## src/rtl/bw_io_dtl_cfg_ctl.sv

```systemverilog
// bw_io_dtl_cfg_ctl: loads a DTL pad-config scan chain MSB first and checks the shifted-out readback
module bw_io_dtl_cfg_ctl #(
  parameter int CHAIN_LEN = 24
) (
  input  logic                 clk,
  input  logic                 reset,
  input  logic [CHAIN_LEN-1:0] cfg_data,
  input  logic                 cfg_vld,
  output logic                 cfg_rdy,
  output logic                 chain_se,
  output logic                 chain_si,
  input  logic                 chain_so,
  output logic                 busy,
  output logic                 done,
  output logic [CHAIN_LEN-1:0] rdbk_data,
  output logic                 rdbk_err
);
  localparam int CW = $clog2(CHAIN_LEN);
  typedef enum logic [1:0] {IDLE, SHIFT, DONE} state_t;
  state_t               state_q;
  logic [CW-1:0]        cnt_q;
  logic [CHAIN_LEN-1:0] sh_q, gold_q, gold_prev_q, rdbk_d;
  logic                 prev_vld_q;
  assign rdbk_d = {rdbk_data[CHAIN_LEN-2:0], chain_so};
  always_ff @(posedge clk) begin
    if (reset) begin
      state_q     <= IDLE;
      cnt_q       <= '0;
      sh_q        <= '0;
      gold_q      <= '0;
      gold_prev_q <= '0;
      prev_vld_q  <= 1'b0;
      cfg_rdy     <= 1'b0;
      chain_se    <= 1'b0;
      chain_si    <= 1'b0;
      busy        <= 1'b0;
      done        <= 1'b0;
      rdbk_data   <= '0;
      rdbk_err    <= 1'b0;
    end else begin
      case (state_q)
        IDLE: begin
          cfg_rdy <= 1'b1;
          if (cfg_vld && cfg_rdy) begin
            state_q     <= SHIFT;
            cnt_q       <= '0;
            cfg_rdy     <= 1'b0;
            chain_se    <= 1'b1;
            busy        <= 1'b1;
            chain_si    <= cfg_data[CHAIN_LEN-1];
            sh_q        <= cfg_data << 1;
            gold_q      <= cfg_data;
            gold_prev_q <= gold_q;
          end
        end
        SHIFT: begin
          rdbk_data <= rdbk_d;
          if (cnt_q == CW'(CHAIN_LEN - 1)) begin
            state_q  <= DONE;
            chain_se <= 1'b0;
            chain_si <= 1'b0;
            done     <= 1'b1;
            rdbk_err <= prev_vld_q && (rdbk_d != gold_prev_q);
          end else begin
            cnt_q    <= cnt_q + CW'(1);
            chain_si <= sh_q[CHAIN_LEN-1];
            sh_q     <= sh_q << 1;
          end
        end
        DONE: begin
          state_q    <= IDLE;
          cnt_q      <= '0;
          done       <= 1'b0;
          busy       <= 1'b0;
          rdbk_err   <= 1'b0;
          cfg_rdy    <= 1'b1;
          prev_vld_q <= 1'b1;
        end
        default: state_q <= IDLE;
      endcase
    end
  end
endmodule

```

## config.mk

```make
export PLATFORM = sky130hd
export DESIGN_NAME = bw_io_dtl_cfg_ctl
export DESIGN_NICKNAME = d
export VERILOG_FILES = /design/src/rtl/bw_io_dtl_cfg_ctl.sv
export SDC_FILE = /design/constraint.sdc
export NUM_CORES = 1
export LEC_CHECK = 0
export ABC_AREA = 0
export BUFFER_PORTS_ARGS = -buffer_cell sky130_fd_sc_hd__buf_2
export CORE_ASPECT_RATIO = 0.7
export CORE_MARGIN = 8
export CORE_UTILIZATION = 40
export DETAILED_ROUTE_END_ITERATION = 10
export GPL_TIMING_DRIVEN = 0
export HOLD_SLACK_MARGIN = 0.02
export PLACE_DENSITY_LB_ADDON = 0.1
export REMOVE_ABC_BUFFERS = 1
export SLEW_MARGIN = 20
export SYNTH_ARGS = -nofsm -noshare
export SYNTH_HDL_FRONTEND = slang
export SYNTH_SLANG_ARGS = --single-unit
```

## constraint.sdc

```tcl
create_clock -name clk -period 1.63 [get_ports clk]
set_input_delay 0.0815 -clock clk [delete_from_list [all_inputs] [get_ports clk]]
set_output_delay 0.0815 -clock clk [all_outputs]
set_load 0.01 [all_outputs]
```

# Yosys cells after proc, flatten, opt, wreduce, memory -nomap -nowiden
# Cells that the tools add are included.
classes:
  add_sub_neg: 1
  mul: 0
  n_div: 0
  n_lt_le_gt_ge: 0
  n_eq_ne: 7
  n_shift: 0
  mux: 22
  n_bitwise: 0
  reduce_logical: 15
op_table:
  columns: ["operator", "n"]
  rows:
  - ["two-way mux 24 bit", 2]
  - ["case mux 24 bit (2 select lines)", 1]
  - ["!= test 24 bit", 1]
  - ["case mux 5 bit (3 select lines)", 1]
  - ["case mux 1 bit (2 select lines)", 6]
  - ["two-way mux 5 bit", 2]
  - ["AND reduction 2 bit", 5]
  - ["AND reduction 3 bit", 3]
  - ["two-way mux 1 bit", 7]
  - ["!= test 2 bit, second input constant", 3]
  - ["nonzero test 2 bit", 3]
  - ["adder 5 x 1 -> 5 bit, second input constant", 1]
  - ["== test 5 bit, second input constant", 1]
  - ["two-way mux 2 bit", 2]
  - ["case mux 2 bit (2 select lines)", 1]
  - ["nonzero test 3 bit", 1]
  - ["== test 2 x 1 -> 1 bit, second input constant", 1]
  - ["== test 2 bit, second input constant", 1]
  - ["logical AND 1 bit", 2]
  - ["logical NOT 2 bit", 1]
word_totals:
  ff_bits: 110
  latchBits: 0
  mem_bits_rw: 0
  rom_bits: 0
  out_inout_bits: 30
  mem_count: 0

# Logic depth before layout (Yosys ltp)
# Gate-level depths: netlist (run 1).
depth:
  depth_word: 4
  mapped_depth: 7
  depth_no_buf: 5

# Worst setup path before layout (run 1)
# No wires, ideal clock.
synth_path:
  path_type: "register to register"
  start: "register cnt_q[0]"
  end: "register sh_q[10]"
  setup_time_ns: 0.089
  arrival_ns: 1.381
  t_required_ns: 1.541
  setup_slack_ns: 0.160
  stages_incl_launch_ff: 7
  path_buffers: 1
  period_less_slack_ns: 1.470
  path_cell_list: "dfxtp_1 > ha_1 > and4b_1 > o21ai_4 > buf_6 > nor2_1 > a311oi_2"
synth_via:
  elab_chain_len: 3
synth_lines:
  columns: ["item", "line", "text"]
  rows:
  - ["start, declared", "21", "logic [CW-1:0] cnt_q;"]
  - ["start signal, assigned", "65", "cnt_q <= cnt_q + CW'(1);"]
  - ["== test 5 bit", "58", "if (cnt_q == CW'(CHAIN_LEN - 1)) begin"]
  - ["!= test 2 bit (no source line)", null, null]
  - ["AND reduction 3 bit (no source line)", null, null]
  - ["end signal, assigned", "51", "sh_q <= cfg_data << 1;"]
  - ["end signal, assigned", "67", "sh_q <= sh_q << 1;"]
  - ["end, declared", "22", "logic [CHAIN_LEN-1:0] sh_q, gold_q, gold_prev_q, rdbk_d;"]
# No other way between the ends.
# A chain may end at the register's enable or synchronous reset.

# Final worst setup path (run 1)
layout_path:
  start: "register cnt_q[1]"
  end: "register sh_q[7]"
# The elaborated chain is that of the path after synthesis.

==> results of run 1 <==
power by group through the flow:
stage               clock network, mW  registers [mW]  logic (mW)
global placement                    0            2.91       0.583
global route                     2.44            2.87       0.929
detailed placement                  0            2.92       0.647
CTS                              2.32            2.86       0.786
floorplan                           0            2.90       0.373
finish                           2.27            2.86       0.841
per-layer routing:
layer | vias up | part of all wire | wire, um | track usage
met5 | - | 0 | 0 | 0
met1 | 1828 | 0.49 | 5820 | 0.223
met2 | 68 | 0.45 | 5380 | 0.254
met4 | 0 | 0.012 | 148 | 0.0504
met3 | 10 | 0.051 | 613 | 0.0426
li1 | 1969 | - | - | -
flip-flops by register name, summed over array words and instances (netlist names):
name and count:
gold_q 24, prev_vld_q 1, done 1, busy 1
chain_si 1, state_q 2, cfg_rdy 1, cnt_q 5
gold_prev_q 24, rdbk_err 1, rdbk_data 24, sh_q 23
chain_se 1
critical path: cells and delay by family, from the launching register on:
| family | cells | cell delay [ns] |
|---|---|---|
| buf+inv | 2 | 0.46 |
| compound gates | 2 | 0.25 |
| fa+ha+maj | 1 | 0.16 |
| flops | 1 | 0.35 |
| simple gates | 1 | 0.24 |
logic make-up (layout without fill, tap and decap cells):
group           Yosys count  in the layout
compound gates          112            112
fa+ha+maj                 1              1
buf+inv                  41            128
flops                   109            109
simple gates            253            255
xor+xnor                 25             25
cell type report:
| type | instances | area (um^2) | share of cell area |
|---|---|---|---|
| multi-input cells | 393 | 2140 | 0.372 |
| clock buffers | 13 | 270 | 0.0470 |
| flip-flops and latches | 109 | 2190 | 0.381 |
| clock inverters | 3 | 42.5 | 0.00739 |
| repair buffers | 112 | 915 | 0.159 |
| well taps | 153 | 191 | 0.0333 |
worst paths after layout:
path                  from       endpoint  slack (ns)  cells after the start
max               cnt_q[1]        sh_q[7]        0.04                      6
min                  reset     state_q[0]        0.08                      2
max reg2reg       cnt_q[1]        sh_q[7]        0.04                      6
min reg2reg  rdbk_data[23]  rdbk_data[23]        0.45                      2
cells in the mapped netlist (2+ instances only):
master / number
buf_4: 6
xnor2_1: 12
clkbuf_1: 18
nor2b_1: 2
nor3_1: 6
nor2_1: 33
nand2_1: 191
buf_2: 14
nand3_1: 4
nand4_1: 3
a311oi_1: 4
nor4_1: 3
dfxtp_1: 109
a311oi_2: 18
a21oi_1: 81
or3_1: 2
xor2_1: 13
o21ai_0: 3
buf_6: 3
cells in the final DEF, fill, tap and decap left out, types with 6 or more instances in the layout:
cell / instances
a21oi_1: 79
dfxtp_1: 104
clkbuf_16: 10
nand2_1: 191
buf_4: 19
dlygate4sd3_1: 25
nor2_1: 32
xor2_1: 13
a311oi_2: 18
xnor2_1: 12
nor3_1: 6
buf_2: 56
metrics by stage:
stage / hold WS, ns / setup TNS, ns
2_1_floorplan: 0.149 / -182.66
3_3_place_gp: 0.341 / -392.23
3_5_place_dp: 0.343 / -24.18
4_1_cts: 0.0728 / 0
5_1_grt: 0.0789 / -0.0118
6_report: 0.0786 / 0
repair_timing:
item	4_1_cts	5_1_grt
gates resized for setup	10	8
setup endpoints to repair	87	36
hold buffers	25	0
setup buffers	10	11
pin swaps	5	4
gates cloned	3	1
hold endpoints to repair	29	0
==> impl_metrics.py, run 1 <==
metrics = {
    "outcome": {
        "status": "completed",
    },
    "final_layout": {
        "fin_util": 0.526,
        "design_area_um2": 5750,
        "antenna_cells": 0,
        "stdcell_count": 783,
        "nFillCells": 1060,
        "area_growth_pct": 29.1,
        "drive_gt1_frac": 0.221,
        "nNetsFinal": 654,
    },
    "clock_network": {
        "clock-sinks": 109,
        "clock_latency_ns": 0.35,
        "cts_tree": "yes",
        "clkTransAtPathRegs_ns": 0.07,
        "cts_root_buffer": "clkbuf_16",
        "numCtsBuffers": 9,
        "cts_max_level": 3,
        "cts.path.max_buffers": 2,
    },
    "yosys": {
        "syn_area_um2": 4460,
        "synth.avg_cell_area_um2": 8.24,
        "syn-instance-count": 541,
        "synth_seq_area_share": 0.490,
        "ys_ff_latch": 109,
        "synth_xor_area_frac": 0.0491,
        "async_flop_share": 0,
        "synth_area_leaders": "dfxtp_1, nand2_1, a21oi_1",
        "synth_top_cell_area_share": 0.490,
        "synthDistinctLibCells": 35,
        "yosys_most_used_dff": "dfxtp_1",
        "yosys.area_share.simple": 0.233,
        "synthMuxAreaShare": 0,
        "yosysWarnings": 0,
        "synth_top_family_by_area": "simple AND/OR/NAND/NOR gates",
        "yosys.area.top_type": "dfxtp_1",
        "synth_compound_area_frac": 0.177,
        "synth-edff-count": 0,
        "yosys.area_share.adder": 0.00281,
    },
    "route": {
        "postRouteAntennaNets": 0,
        "drtIter0Drc": 221,
        "dr.pass1.iters": 4,
        "routed_wl_um": 12000,
        "route.detailed.drc": 0,
        "wl_per_cell_um": 15.3,
        "via_per_inst": 4.95,
        "vias": 3875,
    },
    "grt": {
        "grt_pass1_vias": 3849,
        "grt.overflow.total": 0,
        "track_usage": 0.166,
        "grt_pass1_wl_um": 19500,
        "antenna_found_initial": 0,
        "grt_max_degree": 76,
    },
    "floorplan": {
        "dieArea_um2": 14800,
        "io_pins": 58,
        "rows": 32,
        "die_height_um": 104,
        "die_x_um": 142,
        "initial_utilization": 0.408,
        "core_um2": 10900,
    },
    "sta": {
        "finClkSkew_ns": 0.00610,
        "min_period_ns": 1.59,
        "post-route-period-util": 0.977,
        "final-setup-viol-count": 0,
        "finalHoldViolations": 0,
        "worst_pin_slew_ns": 0.428,
        "slew_headroom": 0.715,
        "fmax_mhz": 628,
        "rsz0062_at_grt": "yes",
        "layout_setup_ws_ns": 0.0370,
        "slew_violations": 0,
    },
    "place": {
        "place_area_um2": 4890,
        "gp_congestion": 0.724,
        "pre_cts_ws_ns": -0.836,
        "place_inst": 718,
        "io_buffers": 57,
        "post-dp-hpwl_um": 7280,
    },
    "power": {
        "clkPwrFrac": 0.380,
        "swShare": 0.248,
        "powerDensity_nw_per_um2": 1040,
        "combPwrFrac": 0.141,
        "p_leak_nw": 2.19,
        "p_seq_frac": 0.479,
        "switchingPower_mw": 1.48,
        "peakVddDrop_mv": 0.651,
        "p_int_mw": 4.49,
        "total_power_mw": 5.97,
    },
    "critical_path": {
        "max_stage_delay_ns": 0.35,
        "cp.arrival_ns": 1.81,
        "cpMaxStageDelayCell": "dfxtp_2",
        "end_kind": "flip-flop",
        "worst-path-max-fanout": 13,
        "path_cells": "ha_4, and4b_2, o21ai_4, buf_12, bufbuf_16, a311oi_2",
        "path_class": "flip-flop to flip-flop",
        "critPathLaunchType": "flip-flop",
        "worstPathRequired_ns": 1.85,
    },
    "run": {
        "drv_cap": 0,
    },
    "hold_path": {
        "min_path_type": "input pin to flip-flop",
    },
}
(Power assumes the default switching activity.)
==> run 2, diff against run 1 <==
Settings changed: BUFFER_PORTS_ARGS -buffer_cell sky130_fd_sc_hd__buf_2 to not set, CELL_PAD_IN_SITES_DETAIL_PLACEMENT set to 2, CELL_PAD_IN_SITES_GLOBAL_PLACEMENT set to 2, CORE_UTILIZATION 40 to 37, DONT_BUFFER_PORTS set to 1.
==> impl_metrics.py, run 2 (synthesized netlist as in run 1, its figures left out) <==
metrics = {
    "outcome": {
        "status": "finished with violations",
        "violations": "negative hold slack",
    },
    "route": {
        "route.detailed.drc": 0,
        "wl_per_cell_um": 21.7,
        "postRouteAntennaNets": 0,
        "vias": 3857,
        "dr.pass1.iters": 4,
        "drtIter0Drc": 180,
        "via_per_inst": 5.42,
        "routed_wl_um": 15400,
    },
    "critical_path": {
        "end_kind": "flip-flop",
        "worstPathRequired_ns": 1.82,
        "cp.arrival_ns": 1.82,
        "path_class": "flip-flop to flip-flop",
        "critPathLaunchType": "flip-flop",
        "worst-path-max-fanout": 10,
    },
    "grt": {
        "track_usage": 0.189,
        "grt_pass1_wl_um": 23400,
        "grt_pass1_vias": 4102,
        "grt_max_degree": 108,
        "antenna_found_initial": 0,
        "grt.overflow.total": 0,
    },
    "place": {
        "gp_congestion": 0.672,
        "post-dp-hpwl_um": 8400,
        "io_buffers": 0,
    },
    "floorplan": {
        "die_height_um": 108,
        "core_um2": 11700,
        "io_pins": 58,
        "rows": 33,
        "die_x_um": 147,
        "dieArea_um2": 15900,
        "initial_utilization": 0.380,
    },
    "clock_network": {
        "cts_max_level": 3,
        "cts_root_buffer": "clkbuf_16",
        "clock_latency_ns": 0.35,
        "clock-sinks": 109,
        "numCtsBuffers": 9,
        "cts_tree": "yes",
        "cts.path.max_buffers": 2,
        "clkTransAtPathRegs_ns": 0.07,
    },
    "sta": {
        "slew_headroom": 0.604,
        "min_period_ns": 1.63,
        "rsz0062_at_grt": "yes",
        "fmax_mhz": 614,
        "finalHoldViolations": 106,
        "worst_pin_slew_ns": 0.592,
        "post-route-period-util": 1.00,
        "finClkSkew_ns": 0.00599,
        "final-setup-viol-count": 0,
        "timing.hold.ws_ns": -0.187,
        "slew_violations": 0,
        "tns_ns": 0,
    },
    "final_layout": {
        "multiInputGateArea_um2": 2200,
        "drive_gt1_frac": 0.160,
        "reg_top3": "gold_prev_q (24), gold_q (24), rdbk_data (24)",
        "mostFrequentLayoutCells": "nand2_1, dfxtp_1, a21oi_1",
        "area_growth_pct": 18.7,
        "fin_util": 0.451,
        "nFillCells": 1316,
        "nNetsFinal": 579,
        "layout_commonest_cell": "nand2_1",
        "antenna_cells": 0,
        "seq_area_um2": 2200,
    },
    "run": {
        "drv_cap": 0,
    },
    "hold_path": {
        "min_path_type": "input pin to flip-flop",
    },
    "power": {
        "peakVddDrop_mv": 0.524,
        "powerDensity_nw_per_um2": 1080,
        "p_leak_nw": 1.84,
    },
}
==> run 2: layout make-up <==
cell class	instances	area share
multi-input combinational	396	0.417
sequential	109	0.416
timing repair buffer	34	0.0792
clock buffer	13	0.0473
tap	157	0.0371
clock inverter	3	0.00402
==> run 2: metal layers <==
metal	vias to the layer above	wire, um	GRT usage
met2	67	7390	0.319
met5	-	0	0
met3	14	916	0.0563
met1	1948	6990	0.235
met4	0	145	0.0392
li1	1828	-	-
==> run 2: power breakdown <==
part | total (mW) | internal, mW | switching (mW)
clock | 2.08 | 1.08 | 0.996
combinational | 0.763 | 0.328 | 0.435
sequential | 2.87 | 2.78 | 0.0895
==> run 2: what timing repair did <==
| item | CTS | global route |
|---|---|---|
| buffers inserted | 20 | 5 |
| pin swaps | 6 | 17 |
| gates resized for setup | 16 | 14 |
| cloned | 7 | 2 |
| setup endpoints to repair | 102 | 52 |
| endpoints found under the hold margin | 107 | 106 |
==> run 2: worst paths after layout <==
path                   from         to  slack [ns]  depth (start not counted)
setup / recovery   cnt_q[1]    sh_q[2]      0.0006                          4
hold / removal        reset    sh_q[8]       -0.19                          1
setup reg to reg   cnt_q[1]    sh_q[2]      0.0006                          4
hold reg to reg   gold_q[8]  gold_q[8]        0.45                          2
==> run 2: metrics by stage <==
step / instances / instance area, um^2 / total power [mW] / setup WS (ns) / hold WS (ns)
finish: 712 / 5290 / 5.71 / 0.000638 / -0.187
global route: 712 / 5290 / 5.92 / -0.0690 / -0.211
CTS: 706 / 5160 / 5.69 / 0.00779 / -0.206
detailed placement: 663 / 4570 / 3.48 / -0.996 / 0.165
global placement: 657 / 4440 / 3.41 / -6.15 / 0.166
floorplan: 500 / 4240 / 3.28 / -2.98 / 0.149
==> run 2: critical path, stage by stage (launching register included) <==
cell and delay, ns:
dfxtp_4 0.36, ha_4 0.16, and4b_2 0.26, o21ai_4 0.50, a311oi_1 0.19
==> run 3, diff against run 2 <==
Settings changed: CELL_PAD_IN_SITES_DETAIL_PLACEMENT 2 to 1, CELL_PAD_IN_SITES_GLOBAL_PLACEMENT 2 to 1, CORE_UTILIZATION 37 to 40, HOLD_SLACK_MARGIN 0.02 to 0.12.
==> impl_metrics.py, run 3 (synthesized netlist as in run 1, its figures left out) <==
metrics = {
    "grt": {
        "grt_max_degree": 108,
        "grt_pass1_wl_um": 20900,
        "antenna_found_initial": 0,
        "grt.overflow.total": 0,
        "track_usage": 0.178,
        "grt_pass1_vias": 3758,
    },
    "outcome": {
        "violations": "negative hold slack",
        "status": "finished with violations",
    },
    "final_layout": {
        "design_area_um2": 5240,
        "antenna_cells": 0,
        "seq_area_um2": 2200,
        "drive_gt1_frac": 0.143,
        "nNetsFinal": 569,
        "reg_top3": "gold_prev_q (24), gold_q (24), rdbk_data (24)",
        "area_growth_pct": 17.5,
        "multiInputGateArea_um2": 2180,
        "mostFrequentLayoutCells": "nand2_1, dfxtp_1, a21oi_1",
        "nFillCells": 1296,
        "layout_commonest_cell": "nand2_1",
        "fin_util": 0.479,
    },
    "clock_network": {
        "cts.path.max_buffers": 2,
        "hold_buffers": 1,
        "clock-sinks": 109,
        "numCtsBuffers": 9,
        "clkTransAtPathRegs_ns": 0.07,
        "cts_root_buffer": "clkbuf_16",
        "clock_latency_ns": 0.34,
        "cts_tree": "yes",
        "cts_max_level": 3,
    },
    "critical_path": {
        "cpMaxStageDelayCell": "dfxtp_2",
        "reg2reg_to": "sh_q[16]",
        "crit_cells": 6,
        "r2r_slack_ns": 0.02,
        "path_cells": "ha_4, and4b_2, o21ai_4, buf_4, bufbuf_16, a311oi_2",
        "end_kind": "flip-flop",
        "path_class": "flip-flop to flip-flop",
        "reg2reg_depth": 6,
        "worstReg2RegStart": "cnt_q[0]",
        "cp.arrival_ns": 1.83,
        "max_stage_delay_ns": 0.35,
        "worst-path-max-fanout": 11,
        "critPathLaunchType": "flip-flop",
        "crit_family": "buffers and inverters",
        "worstPathRequired_ns": 1.85,
        "worstPathBufferInverterCount": 2,
    },
    "route": {
        "met2_length_um": 5900,
        "vias": 3648,
        "met3_length_um": 642,
        "routed_wl_um": 13000,
        "route.detailed.drc": 0,
        "dr.pass1.iters": 4,
        "drtIter0Drc": 181,
        "top_layer_used": "met4",
        "wl_met1_um": 6300,
        "wl_per_cell_um": 18.6,
        "postRouteAntennaNets": 0,
        "via_per_inst": 5.23,
    },
    "sta": {
        "min_period_ns": 1.61,
        "worst_pin_slew_ns": 0.430,
        "post-route-period-util": 0.989,
        "timing.hold.ws_ns": -0.197,
        "fmax_mhz": 621,
        "layout_setup_ws_ns": 0.0187,
        "slew_headroom": 0.713,
        "finalHoldViolations": 105,
        "final-setup-viol-count": 0,
        "slew_violations": 0,
        "finClkSkew_ns": 0.00450,
        "rsz0062_at_grt": "yes",
    },
    "power": {
        "peakVddDrop_mv": 0.611,
        "powerDensity_nw_per_um2": 1160,
        "p_leak_nw": 1.82,
        "total_power_mw": 6.09,
    },
    "place": {
        "gp_congestion": 0.709,
        "post-dp-hpwl_um": 7780,
        "pre_cts_ws_ns": -0.669,
        "io_buffers": 0,
        "place_area_um2": 4600,
    },
    "floorplan": {
        "rows": 32,
        "die_height_um": 104,
        "core_um2": 10900,
        "die_x_um": 142,
        "initial_utilization": 0.408,
        "dieArea_um2": 14800,
        "io_pins": 58,
    },
    "hold_path": {
        "min_path_type": "input pin to flip-flop",
        "min_to": "sh_q[18]",
        "worstHoldPathCells": 1,
        "min_from": "reset",
    },
    "run": {
        "drv_cap": 0,
    },
}
[run 3: how the worst max path moves through the flow]
| stage | startpoint | end | slack [ns] |
|---|---|---|---|
| after floorplan | state_q[0] | gold_q[0] | -2.98 |
| after global placement | state_q[0] | sh_q[1] | -5.86 |
| after detailed placement | state_q[0] | sh_q[3] | -0.67 |
| after CTS | state_q[0] | sh_q[12] | 0.006 |
| after global routing | cnt_q[0] | sh_q[13] | -0.04 |
| final | cnt_q[0] | sh_q[16] | 0.02 |
[run 3: power breakdown]
group | internal (mW) | switching (mW) | total, mW | leakage (nW)
sequential | 2.78 | 0.0864 | 2.87 | 0.889
combinational | 0.306 | 0.380 | 0.686 | 0.764
clock | 1.58 | 0.963 | 2.54 | 0.172
[run 3: layout make-up]
type | count | share of cell area
clock inverters | 4 | 0.0182
clock buffers | 11 | 0.0483
repair buffers | 26 | 0.0619
flip-flops and latches | 109 | 0.419
multi-input cells | 394 | 0.416
well taps | 153 | 0.0366
[run 3: routing by layer]
metal	up-vias	global-route usage
met3	13	0.0495
met4	0	0.0443
met1	1775	0.229
met5	-	0
met2	54	0.286
li1	1806	-
[run 3: timing repair]
item / 4_1_cts / 5_1_grt
endpoints found under the hold margin: 109 / 108
gates resized for setup: 12 / 7
pin swaps: 6 / 1
setup endpoints to repair: 71 / 28
buffers inserted: 12 / 3
cloned: 5 / 0
[run 3: through the flow]
stage	cells	TNS, ns
6_report	697	0
5_1_grt	697	-0.456
4_1_cts	694	0
3_5_place_dp	661	-15.84
3_3_place_gp	653	-385.33
2_1_floorplan	500	-182.66
